$ cat src/rtl/alu_pkg.sv
// alu_pkg
//   Shared definitions for the MIPS datapath ALU.
//   - alu_op_e : 4-bit operation select, encodings 0..15.
//   - ALU_OP_W : width of the operation select field.
package alu_pkg;

  localparam int ALU_OP_W = 4;

  typedef enum logic [ALU_OP_W-1:0] {
    ALU_ADD  = 4'd0,
    ALU_SUB  = 4'd1,
    ALU_MUL  = 4'd2,
    ALU_DIV  = 4'd3,
    ALU_SHL  = 4'd4,
    ALU_SHR  = 4'd5,
    ALU_ROL  = 4'd6,
    ALU_ROR  = 4'd7,
    ALU_AND  = 4'd8,
    ALU_OR   = 4'd9,
    ALU_XOR  = 4'd10,
    ALU_NOR  = 4'd11,
    ALU_NAND = 4'd12,
    ALU_XNOR = 4'd13,
    ALU_GT   = 4'd14,
    ALU_EQ   = 4'd15
  } alu_op_e;

endpackage : alu_pkg

$ cat src/rtl/alu_comb.sv
// alu_comb
//   Purely combinational operation decode and datapath of the ALU.
//   Ports:
//     a      in   ALU_SIZE  operand A (unsigned)
//     b      in   ALU_SIZE  operand B (unsigned)
//     sel    in   alu_op_e  operation select
//     result out  ALU_SIZE  operation result, truncated to ALU_SIZE
//     carry  out  1         carry (ADD) / borrow (SUB), 0 for all other ops
module alu_comb
  import alu_pkg::*;
#(
  parameter int ALU_SIZE  = 8,
  parameter int SHIFT_BIT = 1
) (
  input  logic [ALU_SIZE-1:0] a,
  input  logic [ALU_SIZE-1:0] b,
  input  alu_op_e             sel,
  output logic [ALU_SIZE-1:0] result,
  output logic                carry
);

  // One extra bit on add/sub exposes carry-out and borrow directly.
  logic [ALU_SIZE:0]     sum;
  logic [ALU_SIZE:0]     diff;
  logic [2*ALU_SIZE-1:0] product;
  logic [ALU_SIZE-1:0]   quotient;
  logic [ALU_SIZE-1:0]   rol;
  logic [ALU_SIZE-1:0]   ror;

  assign sum     = {1'b0, a} + {1'b0, b};
  assign diff    = {1'b0, a} - {1'b0, b};
  assign product = {{ALU_SIZE{1'b0}}, a} * {{ALU_SIZE{1'b0}}, b};

  // Divide by zero saturates to all ones instead of relying on tool behaviour.
  assign quotient = (b == '0) ? '1 : (a / b);

  // Rotations are pure wiring: each output bit picks a fixed input bit.
  // With SHIFT_BIT=0 both mappings collapse to identity.
  genvar gi;
  generate
    for (gi = 0; gi < ALU_SIZE; gi++) begin : g_rot
      assign rol[gi] = a[(gi + ALU_SIZE - SHIFT_BIT) % ALU_SIZE];
      assign ror[gi] = a[(gi + SHIFT_BIT) % ALU_SIZE];
    end
  endgenerate

  always_comb begin
    result = '0;
    carry  = 1'b0;
    case (sel)
      ALU_ADD: begin
        result = sum[ALU_SIZE-1:0];
        carry  = sum[ALU_SIZE];
      end
      ALU_SUB: begin
        // The wrap into the extra bit is set exactly when a < b.
        result = diff[ALU_SIZE-1:0];
        carry  = diff[ALU_SIZE];
      end
      ALU_MUL:  result = product[ALU_SIZE-1:0];
      ALU_DIV:  result = quotient;
      ALU_SHL:  result = a << SHIFT_BIT;
      ALU_SHR:  result = a >> SHIFT_BIT;
      ALU_ROL:  result = rol;
      ALU_ROR:  result = ror;
      ALU_AND:  result = a & b;
      ALU_OR:   result = a | b;
      ALU_XOR:  result = a ^ b;
      ALU_NOR:  result = ~(a | b);
      ALU_NAND: result = ~(a & b);
      ALU_XNOR: result = ~(a ^ b);
      ALU_GT:   result = {{(ALU_SIZE-1){1'b0}}, (a > b)};
      ALU_EQ:   result = {{(ALU_SIZE-1){1'b0}}, (a == b)};
      default: begin
        result = '0;
        carry  = 1'b0;
      end
    endcase
  end

endmodule : alu_comb

$ cat src/rtl/alu_unit.sv
// alu_unit
//   Registered integer ALU for the MIPS datapath: 16 ops, one-cycle latency,
//   one op per cycle, no handshake.
//   Ports:
//     clk        in   1         clock, all state on rising edge
//     rst        in   1         synchronous active-high reset (clears outputs)
//     alu_in_a   in   ALU_SIZE  operand A (unsigned)
//     alu_in_b   in   ALU_SIZE  operand B (unsigned)
//     alu_sel    in   4         operation select (see alu_pkg::alu_op_e)
//     alu_out    out  ALU_SIZE  registered result
//     carry_out  out  1         registered carry (ADD) / borrow (SUB)
module alu_unit
  import alu_pkg::*;
#(
  parameter int ALU_SIZE  = 8,
  parameter int SHIFT_BIT = 1
) (
  input  logic                clk,
  input  logic                rst,
  input  logic [ALU_SIZE-1:0] alu_in_a,
  input  logic [ALU_SIZE-1:0] alu_in_b,
  input  logic [3:0]          alu_sel,
  output logic [ALU_SIZE-1:0] alu_out,
  output logic                carry_out
);

  logic [ALU_SIZE-1:0] result_next;
  logic                carry_next;
  logic [ALU_SIZE-1:0] result_reg;
  logic                carry_reg;

  alu_comb #(
    .ALU_SIZE  (ALU_SIZE),
    .SHIFT_BIT (SHIFT_BIT)
  ) u_alu_comb (
    .a      (alu_in_a),
    .b      (alu_in_b),
    .sel    (alu_op_e'(alu_sel)),
    .result (result_next),
    .carry  (carry_next)
  );

  // Reset takes priority and drops whatever op was sampled on that edge.
  always_ff @(posedge clk) begin
    if (rst) begin
      result_reg <= '0;
      carry_reg  <= 1'b0;
    end else begin
      result_reg <= result_next;
      carry_reg  <= carry_next;
    end
  end

  assign alu_out   = result_reg;
  assign carry_out = carry_reg;

endmodule : alu_unit

$ cat config.mk
export PLATFORM = sky130hd
export DESIGN_NAME = alu_unit
export DESIGN_NICKNAME = d
export VERILOG_FILES = /design/src/rtl/alu_pkg.sv /design/src/rtl/alu_comb.sv /design/src/rtl/alu_unit.sv
export SDC_FILE = /design/constraint.sdc
export NUM_CORES = 1
export LEC_CHECK = 0
export BUFFER_PORTS_ARGS = -buffer_cell sky130_fd_sc_hd__buf_4
export CAP_MARGIN = 15
export CORE_ASPECT_RATIO = 0.6
export CORE_MARGIN = 1
export CORE_UTILIZATION = 55
export CTS_CLUSTER_DIAMETER = 30
export CTS_CLUSTER_SIZE = 40
export DETAILED_ROUTE_END_ITERATION = 7
export GPL_ROUTABILITY_DRIVEN = 0
export PLACE_DENSITY = 0.74
export REMOVE_ABC_BUFFERS = 1
export SYNTH_ARGS = -nofsm -noshare
export SYNTH_HDL_FRONTEND = slang
export SYNTH_SLANG_ARGS = --single-unit
$ cat constraint.sdc
create_clock -name clk -period 11.55 [get_ports clk]
set_input_delay 0.5775 -clock clk [delete_from_list [all_inputs] [get_ports clk]]
set_output_delay 0.5775 -clock clk [all_outputs]
set_load 0.01 [all_outputs]
# Word-level counts from Yosys, hierarchy flattened
# Cells that the tools add are included.
classes:
  addsub: 2
  multipliers: 1
  div: 1
  magnitude_cmp: 1
  eq_ne: 16
  muxes: 3
  bitwise: 6
  n_reduce_logical: 2
ops:
  columns: ["op", "n"]
  rows:
  - ["8-bit case mux with 16 select lines", 1]
  - ["4-bit == test (second input constant)", 8]
  - ["8-bit inverter", 3]
  - ["4-bit by 3-bit == test with 1-bit output (second input constant)", 4]
  - ["8-bit by 8-bit adder with 9-bit output", 1]
  - ["8-bit by 8-bit subtractor with 9-bit output", 1]
  - ["8-bit AND", 1]
  - ["8-bit by 8-bit divider with 8-bit output", 1]
  - ["4-bit by 2-bit == test with 1-bit output (second input constant)", 2]
  - ["8-bit == test", 1]
  - ["8-bit greater-than comparator", 1]
  - ["8-bit logical NOT", 1]
  - ["8-bit by 8-bit multiplier with 8-bit output", 1]
  - ["8-bit 2-to-1 mux", 1]
  - ["8-bit bitwise OR", 1]
  - ["8-bit XOR", 1]
  - ["4-bit by 1-bit == test with 1-bit output (second input constant)", 1]
  - ["4-bit logical NOT", 1]
  - ["1-bit case mux with 2 select lines", 1]
word_totals:
  ff_bits: 9
  input_bits: 22
  wordCells: 34

# Depth between registers and ports, before layout
# Gate-level depths: netlist of run 1.
logic_depth:
  depth_word: 3
  depth_mapped: 54
  depth_no_buf: 50

# Hierarchy
# Synthesis of run 1 repeated with hierarchy kept, for this count alone.
unflattened:
  cells_unflattened: 599
  area_unflattened_um2: 4475.5
modules_own_cells:
  columns: ["mod", "instances", "cells_per_inst", "area_each_um2", "seq_area_each_um2"]
  rows:
  - ["alu_comb", 1, 581, 4239.1, 0.0]
  - ["alu_unit", 1, 18, 236.5, 180.2]

# Worst setup path before layout of run 1
# Ideal clock, no wire load.
synth_timing:
  path_kind: "input to register"
  startpoint: "in alu_in_b[7]"
  endpoint: "reg result_reg[0], in the netlist alu_out[0]"
  setup_ns: 0.141
  arrival_ns: 10.454
  t_required_ns: 11.409
  setup_slack_ns: 0.955
  cell_stages: 48
  n_path_buf: 4
  path_cell_list: "buf_6 > or4_4 > or3_1 > buf_2 > nor2_1 > a21oi_1 > a21oi_1 > ha_1 > o21a_1 > a211oi_1 > o21a_1 > nor2_1 > ha_1 > or4b_2 > a21oi_1 > nor2_1 > ha_1 > a21boi_0 > (+12 left out) > a31o_2 > clkbuf_1 > nor2_1 > a21oi_1 > ha_1 > o21a_1 > or4_1 > a31oi_1 > nor2b_1 > a21o_1 > clkbuf_1 > or2_2 > o221ai_1 > ha_1 > a21oi_1 > nor2b_1 > o41ai_1 > a41oi_1"
synth_between:
  elab_chain_len: 3
  word_cells_on_any_way: 6
synth_rtl:
  columns: ["item", "line", "source"]
  rows:
  - ["start, declared", "alu_unit.sv:21", "input logic [ALU_SIZE-1:0] alu_in_b,"]
  - ["8-bit by 8-bit divider with 8-bit output / 8-bit logical NOT (equally long branches)", "alu_comb.sv:35", "assign quotient = (b == '0) ? '1 : (a / b);"]
  - ["8-bit 2-to-1 mux", "alu_comb.sv:35", null]
  - ["8-bit case mux with 16 select lines (*)", "alu_comb.sv:50", "case (sel)"]
  - ["end signal, assigned", "alu_unit.sv:49", "result_reg <= result_next;"]
  - ["end, declared", "alu_unit.sv:29", "logic [ALU_SIZE-1:0] result_reg;"]
# Every way passes the cells marked *; elsewhere a longest branch is shown, timed or not.
# A chain may end at the register's enable or synchronous reset.

# Final worst setup path of run 1
layout_timing:
  startpoint: "in alu_in_b[6]"
  endpoint: "reg result_reg[0], in the netlist alu_out[0]"
# The elaborated chain is that of the path after synthesis.

==> metrics, run 1 <==
net total in the final layout=around 720; total gr overflow=0; horizontal extent of the die=approximately 120 µm; first-pass GRT wire length=about 21000 µm; final count of hold timing violations=0; power density of the placed cells=81.6 nW/µm²; netlist area before placement=4300 µm²; worst vdd rail ir drop=between 0.05 and 0.06 mV; final period demand of the worst path=~11 ns; antenna violations before repair=1; core area=approximately 7400 µm²; Detailed Place HPWL=10400 µm; number of placement rows=24; number of synthesized register bits=9; synthesis warning total=0; required time at the worst-slack endpoint=around 12 ns; Slew Limit Fails=0; most frequent cell on the critical path=sky130_fd_sc_hd__ha_1; clock root buffer master=sky130_fd_sc_hd__clkbuf_16; slowest library cell on the worst path=sky130_fd_sc_hd__or4_4; maximum count of clock buffers along a single path=2; vias in the first global route=4139; number of diodes added for antenna fixing=0; number of buffers inserted by hold repair at cts=0; Max Freq=about 0.091 GHz; slowest stage delay, CP=around 0.54 ns; drc violations=0; category of the most critical setup path=input port to register; routed wire length per instance=19.3 µm; Layout area overhead=10.1%; unrepaired setup endpoints after global routing=false; Max Cap Viol=0; proportion of synthesized chip area in sequential cells=0.0419; effective utilization at floorplan=0.579; # clock sinks=9; Avg Synthesized Cell Area=~7.3 µm²; number of synthesized flops with an enable pin=0; filler cell count in the final layout=slightly below 700; number of input and output port buffers inserted=30; CP Data Arrival Time=11.11 ns; fraction of final layout cells with drive strength greater than 1=0.132; Die H=70.5 µm; capturing element type of the critical path=register; clock edge transition at the registers on the reported setup and hold paths=0.04 ns; slew of the pin with the lowest slew margin=about 0.75 ns; crit path launch type=input port; antenna-violating nets left=0; post-route core utilization=0.638; Worst Path Max Fanout=12; class of the tightest hold or removal check=input port to register; outcome=completed; Crit path max-delay family=compound AO/OA/AOI/OAI gates; final count of negative-setup-slack endpoints=0; number of buffers added by the clock tree synthesis step=3; Vias per Instance=approximately 6.4; overall global routing resource usage=0.335; Worst slew margin=0.499; number of ports placed on the die boundary=31; number of detailed-route iterations in the first pass=5; TritonCTS clock tree=done; total leakage power=2.15 nW; setup tns final=0 ns; number of levels the H-tree was split into=1; fin crit share=0.953; total power draw=~0.39 mW; full die area=8180 µm²; vias post-DR=approximately 4500; largest net degree at the start of global routing=52; overall routed net length=13700 µm; unique cell type count in the Yosys netlist=64; WP buf/inv=1; Detailed Route Iter0 Violations=529; number of instances in the synthesized netlist=approximately 590; asr flop ratio synth=0; leading register cell type out of synthesis=sky130_fd_sc_hd__dfxtp_1
## power by group
part	internal, mW	total [mW]	switching [mW]
clock	0.0464	0.0637	0.0174
sequential	0.0341	0.0350	0.000846
combinational	0.119	0.287	0.168
## flip-flops by register name, indices dropped and copies added, names as in the netlist
signal / count
carry_out: 1
alu_out: 8
## per-layer routing
metal / share of wire / vias up / track usage
li1: - / 2141 / -
met1: 0.45 / 2118 / 0.486
met2: 0.42 / 262 / 0.501
met3: 0.13 / 18 / 0.0825
met4: 0.010 / 0 / 0.0570
met5: 0 / - / 0
## cell families after synthesis
group	after synthesis	synth area share
AOI/OAI and AO/OA	163	0.254
xor gates and xnor gates	40	0.0815
adders and majority gates	93	0.295
buffers and inverters	86	0.0771
DFF	9	0.0419
muxes	18	0.0448
and+or+nand+nor	182	0.205
## synth_stat cells (3+ instances only)
cell type / instances / share of area
sky130_fd_sc_hd__ha_1: 79 / 0.23
sky130_fd_sc_hd__nor4_1: 5 / 0.0073
sky130_fd_sc_hd__nor3_1: 15 / 0.017
sky130_fd_sc_hd__inv_1: 56 / 0.049
sky130_fd_sc_hd__o21ai_0: 38 / 0.044
sky130_fd_sc_hd__a31oi_1: 5 / 0.0073
sky130_fd_sc_hd__mux2_2: 10 / 0.026
sky130_fd_sc_hd__mux2i_1: 8 / 0.019
sky130_fd_sc_hd__xor2_1: 11 / 0.022
sky130_fd_sc_hd__nand2_1: 40 / 0.035
sky130_fd_sc_hd__nand3_1: 11 / 0.013
sky130_fd_sc_hd__or3_1: 6 / 0.0087
sky130_fd_sc_hd__xnor2_1: 29 / 0.059
sky130_fd_sc_hd__a211oi_1: 11 / 0.019
sky130_fd_sc_hd__buf_1: 3 / 0.0026
sky130_fd_sc_hd__dfxtp_1: 9 / 0.042
sky130_fd_sc_hd__a21boi_0: 3 / 0.0052
sky130_fd_sc_hd__nor2b_1: 12 / 0.017
sky130_fd_sc_hd__a221oi_1: 13 / 0.026
sky130_fd_sc_hd__fa_1: 14 / 0.065
sky130_fd_sc_hd__nor2_1: 65 / 0.057
sky130_fd_sc_hd__or2_2: 3 / 0.0044
sky130_fd_sc_hd__o22ai_1: 8 / 0.012
sky130_fd_sc_hd__and3_1: 3 / 0.0044
sky130_fd_sc_hd__o21bai_1: 3 / 0.0052
sky130_fd_sc_hd__a21o_1: 5 / 0.0087
sky130_fd_sc_hd__clkbuf_1: 24 / 0.021
sky130_fd_sc_hd__or4_1: 4 / 0.0070
sky130_fd_sc_hd__nand2b_1: 4 / 0.0058
sky130_fd_sc_hd__nor3b_1: 5 / 0.0087
sky130_fd_sc_hd__o21a_1: 11 / 0.019
sky130_fd_sc_hd__a21oi_1: 37 / 0.043
## timing repair
item,CTS,global route
pin swaps,0,4
hold endpoints to repair,0,0
gates resized for setup,2,16
cloned,0,1
setup buffers,0,5
endpoints found under the setup margin,1,1
## area by class of cell
| class | instances | area [µm²] | share of cell area |
|---|---|---|---|
| multi-input combinational | 497 | 3840 | 0.811 |
| clock buffer | 4 | 78.8 | 0.0167 |
| tap | 104 | 130 | 0.0275 |
| timing repair buffer | 39 | 290 | 0.0613 |
| inverter | 57 | 214 | 0.0452 |
| sequential | 9 | 180 | 0.0381 |
## metrics by stage
stage	setup slack [ns]	std cells	cell area, µm²	hold WS (ns)
floorplan	1.11	562	4180	0.650
global placement	0.243	699	4560	0.860
detailed placement	-0.270	699	4560	0.856
CTS	0.0557	703	4640	0.609
global route	0.0436	710	4730	0.620
finish	0.546	710	4730	0.617
## worst paths after layout
kind | slack [ns] | start | depth (start not counted) | endpoint
hold / removal | 0.62 | rst | 2 | alu_out[6]
setup / recovery | 0.55 | alu_in_b[6] | 46 | alu_out[0]
## cell usage in the layout, fill, tap and decap left out, drive strengths merged, types with 12 or more instances in the layout
master  synthesis  routed
nand2          40      40
inv            56      56
fa             14      14
buf             5      38
nor2b          12      12
nor3           16      16
a21oi          38      38
xnor2          29      29
nor2           65      65
o21ai          40      40
ha             79      79
a221oi         13      13
(Power assumes the default switching activity.)
==> run 2, diff against run 1 <==
- GPL_TIMING_DRIVEN: unset -> 0
- PLACE_DENSITY: 0.74 -> 0.85
==> run 2 against run 1 <==
Compared with the run above:
- hold slack got worse by 0.0050 ns
- total power is 0.94% lower
- critical path depth is 2 higher
- sequential power about the same
- via count up 2.2%
- core utilization about the same
- combinational power hardly changed
- sequential share of layout area about the same
- non-clock buffer count decreased by 2
- clock power decreased by 6.3%
- critical endpoint unchanged
==> metrics, run 2 (synthesis gave the netlist of run 1 again) <==
total leakage power=2.15 nW (-0.16%); capturing element type of the critical path=register; worst path setup slack after routing=0.392 ns (-0.155 ns); antenna-violating nets left=0 (unchanged); CP Data Arrival Time=11.24 ns (+0.13 ns); Detailed Route Iter0 Violations=699 (+32%); number of ports placed on the die boundary=31 (unchanged); power density of the placed cells=80.9 nW/µm² (-0.89%); Max Freq=0.0896 GHz (-1.4%); number of input and output port buffers inserted=30 (unchanged); horizontal extent of the die=116 µm (unchanged); clock edge transition at the registers on the reported setup and hold paths=0.04 ns (about the same); final period demand of the worst path=11.16 ns (+0.155 ns); final count of hold timing violations=0 (unchanged); number of levels the H-tree was split into=1 (unchanged); overall routed net length=13500 µm (-0.96%); largest net degree at the start of global routing=52 (unchanged); global-route track usage on met2=0.491 (-0.00926); fin crit share=0.966 (+0.0134); met1 Use GR=0.474 (-0.0118); Vias per Instance=6.56 (+2.6%); Worst Path Max Fanout=12 (unchanged); total gr overflow=0 (unchanged); vias in the first global route=4147 (+0.19%); slowest stage delay, CP=0.57 ns (+0.03 ns); Detailed Place HPWL=10500 µm (+0.18%); net total in the final layout=719 (-0.42%); fraction of final layout cells with drive strength greater than 1=0.131 (-0.00100); worst vdd rail ir drop=0.0579 mV (about the same); Max Cap Viol=0 (unchanged); slew of the pin with the lowest slew margin=1.27 ns (+0.521 ns); vias post-DR=4639 (+2.2%); number of diodes added for antenna fixing=0 (unchanged); full die area=8180 µm² (unchanged); TritonCTS clock tree=done; Post-Place Setup Slack=-0.537 ns (-0.267 ns); setup tns final=0 ns (unchanged); met3 Use GR=0.0903 (+0.00781); post-placement cell count=696 (-0.43%); Layout area overhead=10.1% (about the same); WP buf/inv=3 (+2); maximum count of clock buffers along a single path=2 (unchanged); slowest library cell on the worst path=sky130_fd_sc_hd__or4_4; flip-flop count of the largest register after layout=8 (unchanged); outcome=completed; clock root buffer master=sky130_fd_sc_hd__clkbuf_16; core area=7420 µm² (unchanged); number of detailed-route iterations in the first pass=6 (+1); drc violations=0 (unchanged); crit path launch type=input port; number of buffers inserted by hold repair at cts=0 (unchanged); Slew Limit Fails=0 (unchanged); Hold Worst Slack=0.612 ns (-0.00495 ns); CP Launch Point=alu_in_b[6]; routed wire length per instance=19.2 µm (-0.54%); final cell count without fillers=707 (-0.42%); most frequent cell on the critical path=sky130_fd_sc_hd__ha_1; effective utilization at floorplan=0.579 (unchanged); number of buffers added by the clock tree synthesis step=3 (unchanged); Die H=70.5 µm (unchanged); leading cell types in the layout, fill and taps excluded=79 x sky130_fd_sc_hd__ha_1, 63 x sky130_fd_sc_hd__nor2_1, 56 x sky130_fd_sc_hd__inv_1; overall global routing resource usage=0.330 (-0.00474); most frequent standard cell in the layout excluding fill and tap cells=sky130_fd_sc_hd__ha_1; final count of negative-setup-slack endpoints=0 (unchanged); Crit path max-delay family=compound AO/OA/AOI/OAI gates; class of the tightest hold or removal check=input port to register; number of cells on the worst hold path=2 (unchanged); launch instance of the worst min-delay path=rst; first-pass GRT wire length=20900 µm (-0.95%); number of placement rows=24 (unchanged); category of the most critical setup path=input port to register; busiest layer in global routing=met2; # clock sinks=9 (unchanged); required time at the worst-slack endpoint=11.63 ns (-0.02 ns); antenna violations before repair=0 (-1); endpoint of the worst hold-timing path=alu_out[5]; Worst slew margin=0.145 (-0.354)
run 2: where the power goes:
| part | switching [mW] | internal [mW] |
|---|---|---|
| Combinational | 0.169 | 0.119 |
| Clock | 0.0137 | 0.0460 |
| Sequential | 0.000744 | 0.0342 |
run 2: worst max-delay path by stage:
| stage | end | slack, ns | depth (start not counted) |
|---|---|---|---|
| 2_1_floorplan | alu_out[0] | 1.11 | 42 |
| 3_3_place_gp | alu_out[0] | -0.27 | 47 |
| 3_5_place_dp | alu_out[0] | -0.54 | 48 |
| 4_1_cts | alu_out[0] | 0.06 | 47 |
| 5_1_grt | alu_out[0] | -0.02 | 48 |
| 6_report | alu_out[0] | 0.39 | 48 |
run 2: routing by layer:
layer,vias to the layer above,part of all wire
li1,2126,-
met1,2159,0.43
met2,316,0.42
met3,38,0.14
met4,0,0.015
met5,-,0
run 2: cell type report:
cell class	count	area, µm²
repair buffers	37	278
clock buffers	4	78.8
fillers	667	2690
multi-input cells	496	3850
flip-flops and latches	9	180
well taps	104	130
inverters	57	214
run 2: timing repair:
item,in CTS,in global routing
setup endpoints to repair,1,1
buffers inserted,3,4
pin swaps,1,7
gates cloned,0,0
resized for setup,3,18
run 2: metrics by stage:
step	total power, mW	utilization	instance area (µm²)
CTS	0.370	0.626	4640
finish	0.383	0.638	4730
global placement	0.294	0.612	4540
floorplan	0.228	-	4180
detailed placement	0.307	0.612	4540
global route	0.414	0.638	4730
